==> config.mk <==
export PLATFORM = sky130hd
export DESIGN_NAME = boid_frame_writer_flat
export DESIGN_NICKNAME = d
export VERILOG_FILES = /design/src/rtl/boid_frame_writer_if.sv /design/src/rtl/boid_frame_writer.sv /design/src/flat_wrapper.sv
export SDC_FILE = /design/constraint.sdc
export NUM_CORES = 1
export LEC_CHECK = 0
export CORE_MARGIN = 2
export CORE_UTILIZATION = 45
export DETAILED_ROUTE_END_ITERATION = 6
export PLACE_DENSITY = 0.71
export SLEW_MARGIN = 20
export SYNTH_ARGS = -nofsm -noshare
export SYNTH_HDL_FRONTEND = slang
export SYNTH_SLANG_ARGS = --single-unit
==> constraint.sdc <==
create_clock -name clk -period 2.5 [get_ports clk]
set_input_delay 0.5 -clock clk [delete_from_list [all_inputs] [get_ports clk]]
set_output_delay 0.5 -clock clk [all_outputs]
set_load 0.1 [all_outputs]
==> src/rtl/boid_frame_writer_if.sv <==
// rtl/boid_frame_writer_if.sv - boid position read port and framebuffer write port
//
// Groups the two memory-facing buses of the frame writer:
//   boid_pos_addr  : boid position memory read index (writer -> memory)
//   boid_pos_x/y   : boid screen position, valid one clk after the index
//   fb_write_addr  : framebuffer write address (writer -> framebuffer)
//   fb_write_data  : framebuffer write bit
//   fb_write_en    : framebuffer write strobe
// master = frame writer, slave = memories.
interface boid_frame_writer_if #(
    parameter int IDX_WIDTH  = 5,
    parameter int ADDR_WIDTH = 20
);
    logic [IDX_WIDTH-1:0]  boid_pos_addr;
    logic [9:0]            boid_pos_x;
    logic [8:0]            boid_pos_y;
    logic [ADDR_WIDTH-1:0] fb_write_addr;
    logic                  fb_write_data;
    logic                  fb_write_en;

    modport master (
        output boid_pos_addr,
        input  boid_pos_x,
        input  boid_pos_y,
        output fb_write_addr,
        output fb_write_data,
        output fb_write_en
    );

    modport slave (
        input  boid_pos_addr,
        output boid_pos_x,
        output boid_pos_y,
        input  fb_write_addr,
        input  fb_write_data,
        input  fb_write_en
    );
endinterface

==> src/rtl/boid_frame_writer.sv <==
// rtl/boid_frame_writer.sv - clears the 1-bit boid framebuffer and plots every boid once per frame
//
// Ports:
//   clk          : system clock
//   reset        : asynchronous active-low reset
//   frame_start  : end-of-screen level; only its rising edge starts a frame
//   bus          : boid position read port and framebuffer write port (master side)
//   busy         : high from the first clear write through the last plot write
//   frame_done   : one-cycle pulse after a frame has been completely written
//   overrun      : sticky, a frame start arrived while a frame was in progress
//   clip_count   : boids skipped as off-screen in the last completed frame (saturating)
module boid_frame_writer #(
    parameter int NUM_BOIDS  = 32,
    parameter int IDX_WIDTH  = 5,
    parameter int FB_DEPTH   = 153600,
    parameter int ADDR_WIDTH = 20
) (
    input  logic                   clk,
    input  logic                   reset,
    input  logic                   frame_start,
    boid_frame_writer_if.master    bus,
    output logic                   busy,
    output logic                   frame_done,
    output logic                   overrun,
    output logic [7:0]             clip_count
);

    typedef enum logic [2:0] {
        S_IDLE  = 3'd0,
        S_CLEAR = 3'd1,
        S_RD    = 3'd2,
        S_WAIT  = 3'd3,
        S_WR    = 3'd4,
        S_DONE  = 3'd5
    } state_t;

    localparam logic [ADDR_WIDTH-1:0] CLEAR_LAST = ADDR_WIDTH'(FB_DEPTH - 1);
    localparam logic [IDX_WIDTH-1:0]  IDX_LAST   = IDX_WIDTH'(NUM_BOIDS - 1);

    state_t                state;
    state_t                state_nxt;

    logic                  fs_q;
    logic                  start;
    logic [ADDR_WIDTH-1:0] ccnt;
    logic [IDX_WIDTH-1:0]  idx;
    logic [9:0]            x_q;
    logic [8:0]            y_q;
    logic [7:0]            clip_work;

    logic                  clear_last;
    logic                  idx_last;
    logic                  on_screen;
    logic [ADDR_WIDTH-1:0] plot_addr;

    // Next values of the registered outputs; every output leaves a flop so
    // that address, data and strobe always change on the same edge.
    logic                  wr_en_d;
    logic                  wr_data_d;
    logic [ADDR_WIDTH-1:0] wr_addr_d;
    logic                  busy_d;
    logic                  done_d;

    logic                  fb_write_en_q;
    logic                  fb_write_data_q;
    logic [ADDR_WIDTH-1:0] fb_write_addr_q;

    assign start      = frame_start & ~fs_q;
    assign clear_last = (ccnt == CLEAR_LAST);
    assign idx_last   = (idx == IDX_LAST);
    assign on_screen  = (x_q <= 10'd639) && (y_q <= 9'd479);

    // Two framebuffer pixels share one bit horizontally, so the row pitch is
    // 320 words: y*320 = (y<<8) + (y<<6). Everything is widened first so the
    // sum never truncates.
    assign plot_addr = ADDR_WIDTH'(x_q[9:1])
                     + (ADDR_WIDTH'(y_q) << 8)
                     + (ADDR_WIDTH'(y_q) << 6);

    // The index register doubles as the read address: it is loaded on entry
    // to RD, so the memory sees it during RD and returns data during WAIT.
    assign bus.boid_pos_addr = idx;
    assign bus.fb_write_en   = fb_write_en_q;
    assign bus.fb_write_data = fb_write_data_q;
    assign bus.fb_write_addr = fb_write_addr_q;

    // State register
    always_ff @(posedge clk or negedge reset) begin
        if (!reset) begin
            state <= S_IDLE;
        end else begin
            state <= state_nxt;
        end
    end

    // Next-state logic
    always_comb begin
        state_nxt = state;
        case (state)
            S_IDLE:  if (start) state_nxt = S_CLEAR;
            S_CLEAR: if (clear_last) state_nxt = S_RD;
            S_RD:    state_nxt = S_WAIT;
            S_WAIT:  state_nxt = S_WR;
            S_WR:    state_nxt = idx_last ? S_DONE : S_RD;
            S_DONE:  state_nxt = S_IDLE;
            default: state_nxt = S_IDLE;
        endcase
    end

    // Output logic (values registered on the next edge)
    always_comb begin
        wr_en_d   = 1'b0;
        wr_data_d = 1'b0;
        wr_addr_d = '0;
        busy_d    = 1'b0;
        done_d    = 1'b0;
        case (state)
            S_CLEAR: begin
                wr_en_d   = 1'b1;
                wr_addr_d = ccnt;
                busy_d    = 1'b1;
            end
            S_RD, S_WAIT: begin
                busy_d = 1'b1;
            end
            S_WR: begin
                busy_d = 1'b1;
                if (on_screen) begin
                    wr_en_d   = 1'b1;
                    wr_data_d = 1'b1;
                    wr_addr_d = plot_addr;
                end
            end
            S_DONE: begin
                done_d = 1'b1;
            end
            default: ;
        endcase
    end

    // Output registers and datapath
    always_ff @(posedge clk or negedge reset) begin
        if (!reset) begin
            fs_q            <= 1'b0;
            fb_write_en_q   <= 1'b0;
            fb_write_data_q <= 1'b0;
            fb_write_addr_q <= '0;
            busy            <= 1'b0;
            frame_done      <= 1'b0;
            overrun         <= 1'b0;
            clip_count      <= 8'd0;
            ccnt            <= '0;
            idx             <= '0;
            x_q             <= '0;
            y_q             <= '0;
            clip_work       <= 8'd0;
        end else begin
            fs_q            <= frame_start;
            fb_write_en_q   <= wr_en_d;
            fb_write_data_q <= wr_data_d;
            fb_write_addr_q <= wr_addr_d;
            busy            <= busy_d;
            frame_done      <= done_d;

            // A start outside IDLE is only recorded; the running frame goes on.
            if (start && (state != S_IDLE)) begin
                overrun <= 1'b1;
            end

            case (state)
                S_IDLE: begin
                    if (start) ccnt <= '0;
                end
                S_CLEAR: begin
                    ccnt <= ccnt + 1'b1;
                    if (clear_last) begin
                        idx       <= '0;
                        clip_work <= 8'd0;
                    end
                end
                S_WAIT: begin
                    x_q <= bus.boid_pos_x;
                    y_q <= bus.boid_pos_y;
                end
                S_WR: begin
                    if (!on_screen && (clip_work != 8'hff)) begin
                        clip_work <= clip_work + 8'd1;
                    end
                    if (!idx_last) begin
                        idx <= idx + 1'b1;
                    end
                end
                S_DONE: begin
                    clip_count <= clip_work;
                end
                default: ;
            endcase
        end
    end

endmodule
==> src/flat_wrapper.sv <==
// flat-port wrapper written by rule: the top's interface ports become plain ports
module boid_frame_writer_flat 
#(
    parameter int NUM_BOIDS  = 32,
    parameter int IDX_WIDTH  = 5,
    parameter int FB_DEPTH   = 153600,
    parameter int ADDR_WIDTH = 20
)
  (clk, reset, frame_start, busy, frame_done, overrun, clip_count, bus_boid_pos_addr, bus_boid_pos_x, bus_boid_pos_y, bus_fb_write_addr, bus_fb_write_data, bus_fb_write_en);
  boid_frame_writer_if #(.IDX_WIDTH(IDX_WIDTH), .ADDR_WIDTH(ADDR_WIDTH)) bus_i ();
  input  logic clk;
  input  logic reset;
  input  logic frame_start;
  output logic busy;
  output logic frame_done;
  output logic overrun;
  output logic [7:0] clip_count;
  output wire logic [$bits(bus_i.boid_pos_addr)-1:0] bus_boid_pos_addr;
  input wire logic [$bits(bus_i.boid_pos_x)-1:0] bus_boid_pos_x;
  input wire logic [$bits(bus_i.boid_pos_y)-1:0] bus_boid_pos_y;
  output wire logic [$bits(bus_i.fb_write_addr)-1:0] bus_fb_write_addr;
  output wire logic [$bits(bus_i.fb_write_data)-1:0] bus_fb_write_data;
  output wire logic [$bits(bus_i.fb_write_en)-1:0] bus_fb_write_en;
  assign bus_boid_pos_addr = bus_i.boid_pos_addr;
  assign bus_i.boid_pos_x = bus_boid_pos_x;
  assign bus_i.boid_pos_y = bus_boid_pos_y;
  assign bus_fb_write_addr = bus_i.fb_write_addr;
  assign bus_fb_write_data = bus_i.fb_write_data;
  assign bus_fb_write_en = bus_i.fb_write_en;
  boid_frame_writer #(.NUM_BOIDS(NUM_BOIDS), .IDX_WIDTH(IDX_WIDTH), .FB_DEPTH(FB_DEPTH), .ADDR_WIDTH(ADDR_WIDTH)) u_core (.clk(clk), .reset(reset), .frame_start(frame_start), .bus(bus_i), .busy(busy), .frame_done(frame_done), .overrun(overrun), .clip_count(clip_count));
endmodule
==> summary.txt, run 1 <==
Worst setup path
  – Crit path capture type: register
  – Critical path startpoint category: register
  – CP Max Fanout: 4
  – Crit path required time: approximately 2800 ps
  – Worst R2R Start: u_core.y_q[0]$_DFFE_PN0P_
  – Reg2reg setup slack: roughly 170 ps
  – CP Class: register to register
  – Worst r2r dst: u_core.bus.fb_write_addr[14]$_DFF_PN0_
  – Worst R2R Path Depth: 10
  – Crit path DAT: between 2000 and 3000 ps

STA
  – Setup TNS: 0 ps
  – Max-slew violation count: 0
  – Hold Fails Final Rpt: 0
  – F_max: 428.5 MHz
  – RSZ-0062 raised after global routing: no
  – Setup Skew: 16.37 ps
  – Fin Hold WS: between 100 and 150 ps
  – Final setup viols: 0
  – Slew HR: ~57%
  – Least-Margin Pin Slew: 651.8 ps
  – Minimum clock period: 2334 ps
  – Worst setup margin: around 170 ps
  – Post-route clock period utilization: ~93%

Layout
  – Area Growth Syn to Fin: 22.11%
  – Layout cell share with drive strength beyond 1: approximately 22%
  – Final core occ: 56.58%
  – Ant diodes: 0
  – Nets: between 500 and 600

Drt
  – Vias per cell: approximately 5.5
  – DRT antenna net count: 0
  – WL/cell: around 15 um
  – Via count: ~3300
  – Drt pass-1 iters: 4
  – WL final: around 8.5 mm
  – DRT iter0 DRCs: approximately 130
  – Remaining DRCs: 0

GRT
  – Tot GR Track Use: between 10% and 20%
  – Initial antenna violation count: 0
  – First-pass GRT wire length: between 10 and 15 mm
  – Largest net degree at the start of global routing: 46
  – Vias in the first global route: just over 3000
  – Overflow after GRT: 0

Clocking
  – Clock Tree Buf Depth: 2
  – TritonCTS clock tree: built
  – Clk Tree Root Cell: clkbuf_8
  – Worst-Skew Late Latency: around 370 ps
  – TritonCTS Sinks: 88
  – CTS clk-pin slew, worst paths: 100 ps
  – H-tree depth: 3
  – Num CTS Buffers: 9

Flow run
  – MaxCap Viol Count: 0

Yosys
  – Synthesized net count: between 400 and 500
  – Mapped Area: approximately 4300 um2
  – Syn Area/Cell: 10.57 um2
  – Yosys cell types: 48
  – Sequential share of the synthesized area: about half
  – Cell taking the most area after synthesis: dfrtp_1
  – YS warnings: 0
  – Area share of the largest cell type after synthesis: 51.67%
  – Area contributors post-synth: dfrtp_1, mux2_2, ha_1
  – Cells after synthesis: between 400 and 500
  – #FFs+latches synth: 88

Placed design
  – GPL Wtd Cong: around 0.87
  – Pre-CTS WS: around 34 ps
  – DPL Wire Length: 5.928 mm
  – Port-buffer cells: 58

Floorplan
  – Chip Height: about 100 um
  – Die Span X: 101.3 um
  – Io pins: 60
  – Core ar.: 9196 um2
  – Die area: around 10000 um2
  – Initial Util: a little under half
  – Rows: 35

Power and ir drop
  – Peak supply drop: between 200 and 300 uV
  – Final Power: between 2 and 3 mW
  – PwrDens: between 500 and 600 nW/um2
  – Leak pwr: between 2 and 2.5 nW

Status
  – Status: finished, final reports clean

Worst hold path
  – Min-Delay Path Class: input port to async pin
-- cell type report --
class / instances / area, um2
Fill cell: 807 / 3993
Sequential cell: 88 / 2202
Multi-Input combinational cell: 292 / 2012
Timing Repair Buffer: 70 / 585.6
Tap cell: 111 / 138.9
Clock buffer: 10 / 137.6
Clock inverter: 6 / 90.09
Inverter: 10 / 37.54
-- layer usage --
layer,track usage [%],routed length (um),up-vias
met2,29.14,4168,56
li1,-,-,1582
met5,0,0,-
met3,2.899,291,16
met1,23.28,3939,1596
met4,6.965,149,0
-- cell families after synthesis --
family | after synthesis | share of synthesized area, %
simple gates | 136 | 15.80
flops | 88 | 51.67
compound gates | 87 | 12.77
mux | 29 | 7.634
buf+inv | 23 | 2.143
xor+xnor | 22 | 4.522
fa+ha+maj | 18 | 5.461
-- cells in the final DEF (no fill, tap or decap), drive strengths merged, types with 2 or more instances in the layout --
| cell | n |
|---|---|
| and2 | 2 |
| nor3 | 11 |
| nand3b | 3 |
| buf | 51 |
| and4 | 2 |
| o41ai | 3 |
| a31oi | 5 |
| and3 | 5 |
| inv | 12 |
| ha | 17 |
| o21ai | 38 |
| mux2i | 4 |
| a21oi | 15 |
| a22o | 10 |
| xor2 | 8 |
| nand3 | 18 |
| xnor2 | 14 |
| a21o | 2 |
| nor2b | 2 |
| clkbuf | 10 |
| bufinv | 2 |
| or3 | 6 |
| nor2 | 24 |
| dfrtp | 88 |
| nand4 | 8 |
| o31ai | 2 |
| clkdlybuf4s50 | 19 |
| o311ai | 2 |
| nand2 | 49 |
| mux2 | 25 |
| nand2b | 4 |
-- flip-flops by register name, indices dropped and copies added, names as in the netlist --
name                      count
u_core.x_q                    9
u_core.bus.fb_write_addr     20
u_core.bus.fb_write_en        1
u_core.fs_q                   1
u_core.state                  3
u_core.clip_count             8
u_core.bus.fb_write_data      1
u_core.y_q                    9
u_core.frame_done             1
u_core.busy                   1
u_core.overrun                1
u_core.clip_work              8
u_core.bus.boid_pos_addr      5
u_core.ccnt                  20
-- power by group --
part	switching [mW]	internal, mW	leakage [nW]
Combinational	0.114	0.113	1.15
Clock	0.527	0.596	0.113
Sequential	0.0164	1.44	1.07
Total	0.657	2.15	2.34
-- synthesized netlist by cell type (all sizes together) --
master / count
and4: 2
nor3: 11
o211a: 1
xnor2: 14
o21a: 1
nand2b: 4
or3: 6
o41ai: 3
a2bb2oi: 1
nand2: 49
xor2: 8
o21bai: 1
ha: 17
mux2: 25
a32o: 1
o22ai: 1
a22o: 10
a21o: 2
nor3b: 1
mux2i: 4
nor4b: 1
o32ai: 1
fa: 1
a211oi: 1
inv: 10
a31oi: 5
o211ai: 1
nand3: 18
nand3b: 3
nor2: 24
nor2b: 2
and3: 5
buf: 4
o311ai: 2
a21oi: 15
clkbuf: 9
o31ai: 2
o21ai: 38
nand4: 8
dfrtp: 88
a221oi: 1
and2: 2
-- per-stage QoR --
stage / cell area (um2) / cells
3_3_place_gp: 4925 / 570
5_1_grt: 5204 / 587
2_1_floorplan: 4262 / 403
6_report: 5204 / 587
3_5_place_dp: 4925 / 570
4_1_cts: 5152 / 586
-- how the worst max path moves through the flow --
stage	end	slack, ps	cells past startpoint	from
final	u_core.bus.fb_write_addr[14]$_DFF_PN0_	170	10	u_core.y_q[0]$_DFFE_PN0P_
after global routing	u_core.bus.fb_write_addr[15]$_DFF_PN0_	2	10	u_core.y_q[0]$_DFFE_PN0P_
after CTS	u_core.bus.fb_write_addr[15]$_DFF_PN0_	0.9	9	u_core.y_q[0]$_DFFE_PN0P_
after detailed placement	u_core.bus.fb_write_addr[15]$_DFF_PN0_	30	9	u_core.y_q[0]$_DFFE_PN0P_
after global placement	u_core.bus.fb_write_addr[15]$_DFF_PN0_	100	9	u_core.y_q[0]$_DFFE_PN0P_
after floorplan	u_core.bus.boid_pos_addr[3]$_DFFE_PN0P_	120	7	u_core.bus.boid_pos_addr[0]$_DFFE_PN0P_
-- repair_timing --
action                                  4_1_cts  5_1_grt
resized for setup                             0        8
endpoints found under the setup margin        0        3
buffers inserted                              0        1
hold buffers                                  0        0
-- critical path, stage by stage (launching register included) --
cell and delay [ps]:
dfrtp_1 390, buf_4 140, ha_1 210, xor2_1 150, ha_1 340, o21ai_0 100, a21oi_1 260, a2bb2oi_1 210
a21oi_1 100, xor2_1 140, o21ai_0 190
Note: power is estimated with default switching activity, not from simulation.
==> run 2: changes to the inputs <==
- PLACE_DENSITY: 0.71 -> not set
- PLACE_DENSITY_LB_ADDON: not set -> 0.12
- REMOVE_ABC_BUFFERS: not set -> 1
==> summary.txt, run 2 (synthesis results as in run 1) <==
Status
  – Status: finished, final reports clean

Clocking
  – TritonCTS clock tree: built
  – TritonCTS Sinks: 88 (unchanged)
  – Post-CTS Hold Buffers: 0 (unchanged)
  – Clk Tree Root Cell: clkbuf_8
  – Worst-Skew Late Latency: 360 ps (about the same)
  – Num CTS Buffers: 9 (unchanged)
  – H-tree depth: 3 (unchanged)
  – Clock Tree Buf Depth: 2 (unchanged)
  – CTS clk-pin slew, worst paths: 90 ps (about the same)

Drt
  – Drt pass-1 iters: 4 (unchanged)
  – WL/cell: 14.91 um (+2.4%)
  – Remaining DRCs: 0 (unchanged)
  – DRT antenna net count: 0 (unchanged)
  – DRT iter0 DRCs: 140 (+9.4%)
  – WL final: 8.739 mm (+2.2%)
  – Vias per cell: 5.459 (-1.4%)
  – Via count: 3199 (-1.6%)

Power and ir drop
  – Comb pwr share: 8.3% (+0.2 points)
  – Sw Pwr: 0.6372 mW (-3.1%)
  – Clk network pwr share: 34.9% (-5.2 points)
  – Leak pwr: 2.294 nW (-1.8%)
  – Final Power: 2.565 mW (-8.5%)
  – PwrDens: 501.7 nW/um2 (-6.9%)
  – Switching share of power: 24.84% (+1.4 points)
  – Int Pwr: 1.928 mW (-10%)
  – Peak supply drop: 233.5 uV (-13%)
  – Flop pwr share: 56.7% (+4.8 points)

GRT
  – Met1 Resource Use GR: 24.79% (+1.5 points)
  – M3 GR Usage: 2.346% (-0.55 points)
  – Overflow after GRT: 0 (unchanged)
  – Largest net degree at the start of global routing: 47 (+2.2%)
  – First-pass GRT wire length: 14.57 mm (+2.1%)
  – Tot GR Track Use: 17.98% (+0.36 points)
  – Vias in the first global route: 3057 (-0.55%)
  – M2 GR Usage: 29.24% (+0.10 points)
  – Initial antenna violation count: 0 (unchanged)
  – Most Crowded Layer GR: met2

Worst setup path
  – CP top delay family: adder cells
  – CP Class: register to register
  – CP Max Fanout: 4 (unchanged)
  – Crit path capture type: register
  – Crit path DAT: 2600 ps (about the same)
  – Critical path startpoint category: register
  – Crit path required time: 2740 ps (-20 ps)
  – Reg2reg setup slack: 140 ps (-30 ps)
  – Critical-path cell list: ha_2 -> and4_4 -> buf_4 -> nand3_1 -> xnor2_1 -> ha_1 -> nand2_1 -> a21oi_1 -> o21ai_0 -> a21oi_1 -> xnor2_1 -> o21ai_0
  – Critical-path top delay cell: dfrtp_1
  – CP Depth: 12 (+2)
  – Worst path max stage delay: 400 ps (about the same)
  – Worst R2R Path Depth: 12 (+2)
  – Worst path bufs/invs: 1 (unchanged)
  – Worst r2r dst: u_core.bus.fb_write_addr[16]$_DFF_PN0_
  – Worst R2R Start: u_core.x_q[9]$_DFFE_PN0P_

Layout
  – Final core occ: 55.61% (-0.98 points)
  – Commonest non-fill, non-tap cells in the layout: dfrtp_1, buf_4, nand2_1
  – Ant diodes: 0 (unchanged)
  – Area Growth Syn to Fin: 19.99%
  – Nets: 510 (-0.20%)
  – Finished Cell Area: 5114 um2 (-1.7%)
  – Fillers: 828 (+2.6%)
  – Commonest non-fill, non-tap cell in the layout: dfrtp_1
  – Layout cell share with drive strength beyond 1: 21.05% (-0.59 points)

Floorplan
  – Io pins: 60 (unchanged)
  – Die Span X: 101.3 um (unchanged)
  – Rows: 35 (unchanged)
  – Die area: 10260 um2 (unchanged)
  – Core ar.: 9196 um2 (unchanged)
  – Chip Height: 101.3 um (unchanged)
  – Initial Util: 46.34% (unchanged)

Flow run
  – MaxCap Viol Count: 0 (unchanged)

STA
  – Slew HR: 56.47% (-0.077 points)
  – Hold Fails Final Rpt: 0 (unchanged)
  – Final setup viols: 0 (unchanged)
  – Max-slew violation count: 0 (unchanged)
  – Minimum clock period: 2359 ps (+25.64 ps)
  – F_max: 423.8 MHz (-1.1%)
  – Least-Margin Pin Slew: 652.9 ps (+1.153 ps)
  – Post-route clock period utilization: 94.37% (+1.0 points)
  – Setup Skew: 9.169 ps (-7.199 ps)
  – RSZ-0062 raised after global routing: yes
  – Fin Hold WS: 146.6 ps (+19.16 ps)

Placed design
  – DPL Wire Length: 6.107 mm (+3.0%)
  – Port-buffer cells: 58 (unchanged)
  – Placed Area: 4925 um2 (unchanged)
  – GPL Wtd Cong: 0.8725 (about the same)

Worst hold path
  – Min-Delay Path Class: input port to async pin
[run 2: repair_timing]
action,CTS,global route
setup buffers,0,0
resized for setup,0,5
setup endpoints to repair,0,5
[run 2: metrics by stage]
stage / std cells / TNS, ps / setup WS, ps
detailed placement: 570 / 0 / 67.15
global route: 586 / -42.54 / -26.08
global placement: 570 / 0 / 86.69
finish: 586 / 0 / 140.7
CTS: 586 / 0 / 18.47
floorplan: 390 / 0 / 115.1
[run 2: routing by layer]
metal | vias up | routed length (um) | share of wire [%]
met4 | 0 | 136 | 1.6
met2 | 55 | 4150 | 47
met5 | - | 0 | 0
met1 | 1553 | 4176 | 48
li1 | 1580 | - | -
met3 | 11 | 276 | 3.2
[run 2: how the worst max path moves through the flow]
stage | from | to
finish | u_core.x_q[9]$_DFFE_PN0P_ | u_core.bus.fb_write_addr[16]$_DFF_PN0_
global route | u_core.x_q[9]$_DFFE_PN0P_ | u_core.bus.fb_write_addr[16]$_DFF_PN0_
CTS | u_core.x_q[9]$_DFFE_PN0P_ | u_core.bus.fb_write_addr[15]$_DFF_PN0_
detailed placement | u_core.x_q[9]$_DFFE_PN0P_ | u_core.bus.fb_write_addr[15]$_DFF_PN0_
global placement | u_core.x_q[9]$_DFFE_PN0P_ | u_core.bus.fb_write_addr[15]$_DFF_PN0_
floorplan | u_core.bus.boid_pos_addr[0]$_DFFE_PN0P_ | u_core.bus.boid_pos_addr[3]$_DFFE_PN0P_
[run 2: final cells by class]
type | instances | area (um2) | share of cell area, %
Inverter | 10 | 37.54 | 0.7340
Multi-Input combinational cell | 292 | 1983 | 38.78
Timing Repair Buffer | 69 | 578.1 | 11.30
Tap cell | 111 | 138.9 | 2.716
Clock buffer | 11 | 141.4 | 2.765
Sequential cell | 88 | 2202 | 43.06
Clock inverter | 5 | 32.53 | 0.6362
[run 2: power groups by stage]
stage / registers (mW) / clock network, mW / logic [mW]
floorplan: 1.48 / 0 / 0.118
global placement: 1.48 / 0 / 0.206
detailed placement: 1.48 / 0 / 0.210
CTS: 1.45 / 0.915 / 0.212
global route: 1.46 / 0.977 / 0.244
finish: 1.46 / 0.897 / 0.214
[run 2: worst reg2reg max path, stage by stage (launching register included)]
cell,delay [ps]
dfrtp_1,400
ha_2,210
and4_4,250
buf_4,120
nand3_1,90
xnor2_1,150
ha_1,340
nand2_1,90
a21oi_1,100
o21ai_0,110
a21oi_1,180
xnor2_1,130
o21ai_0,80
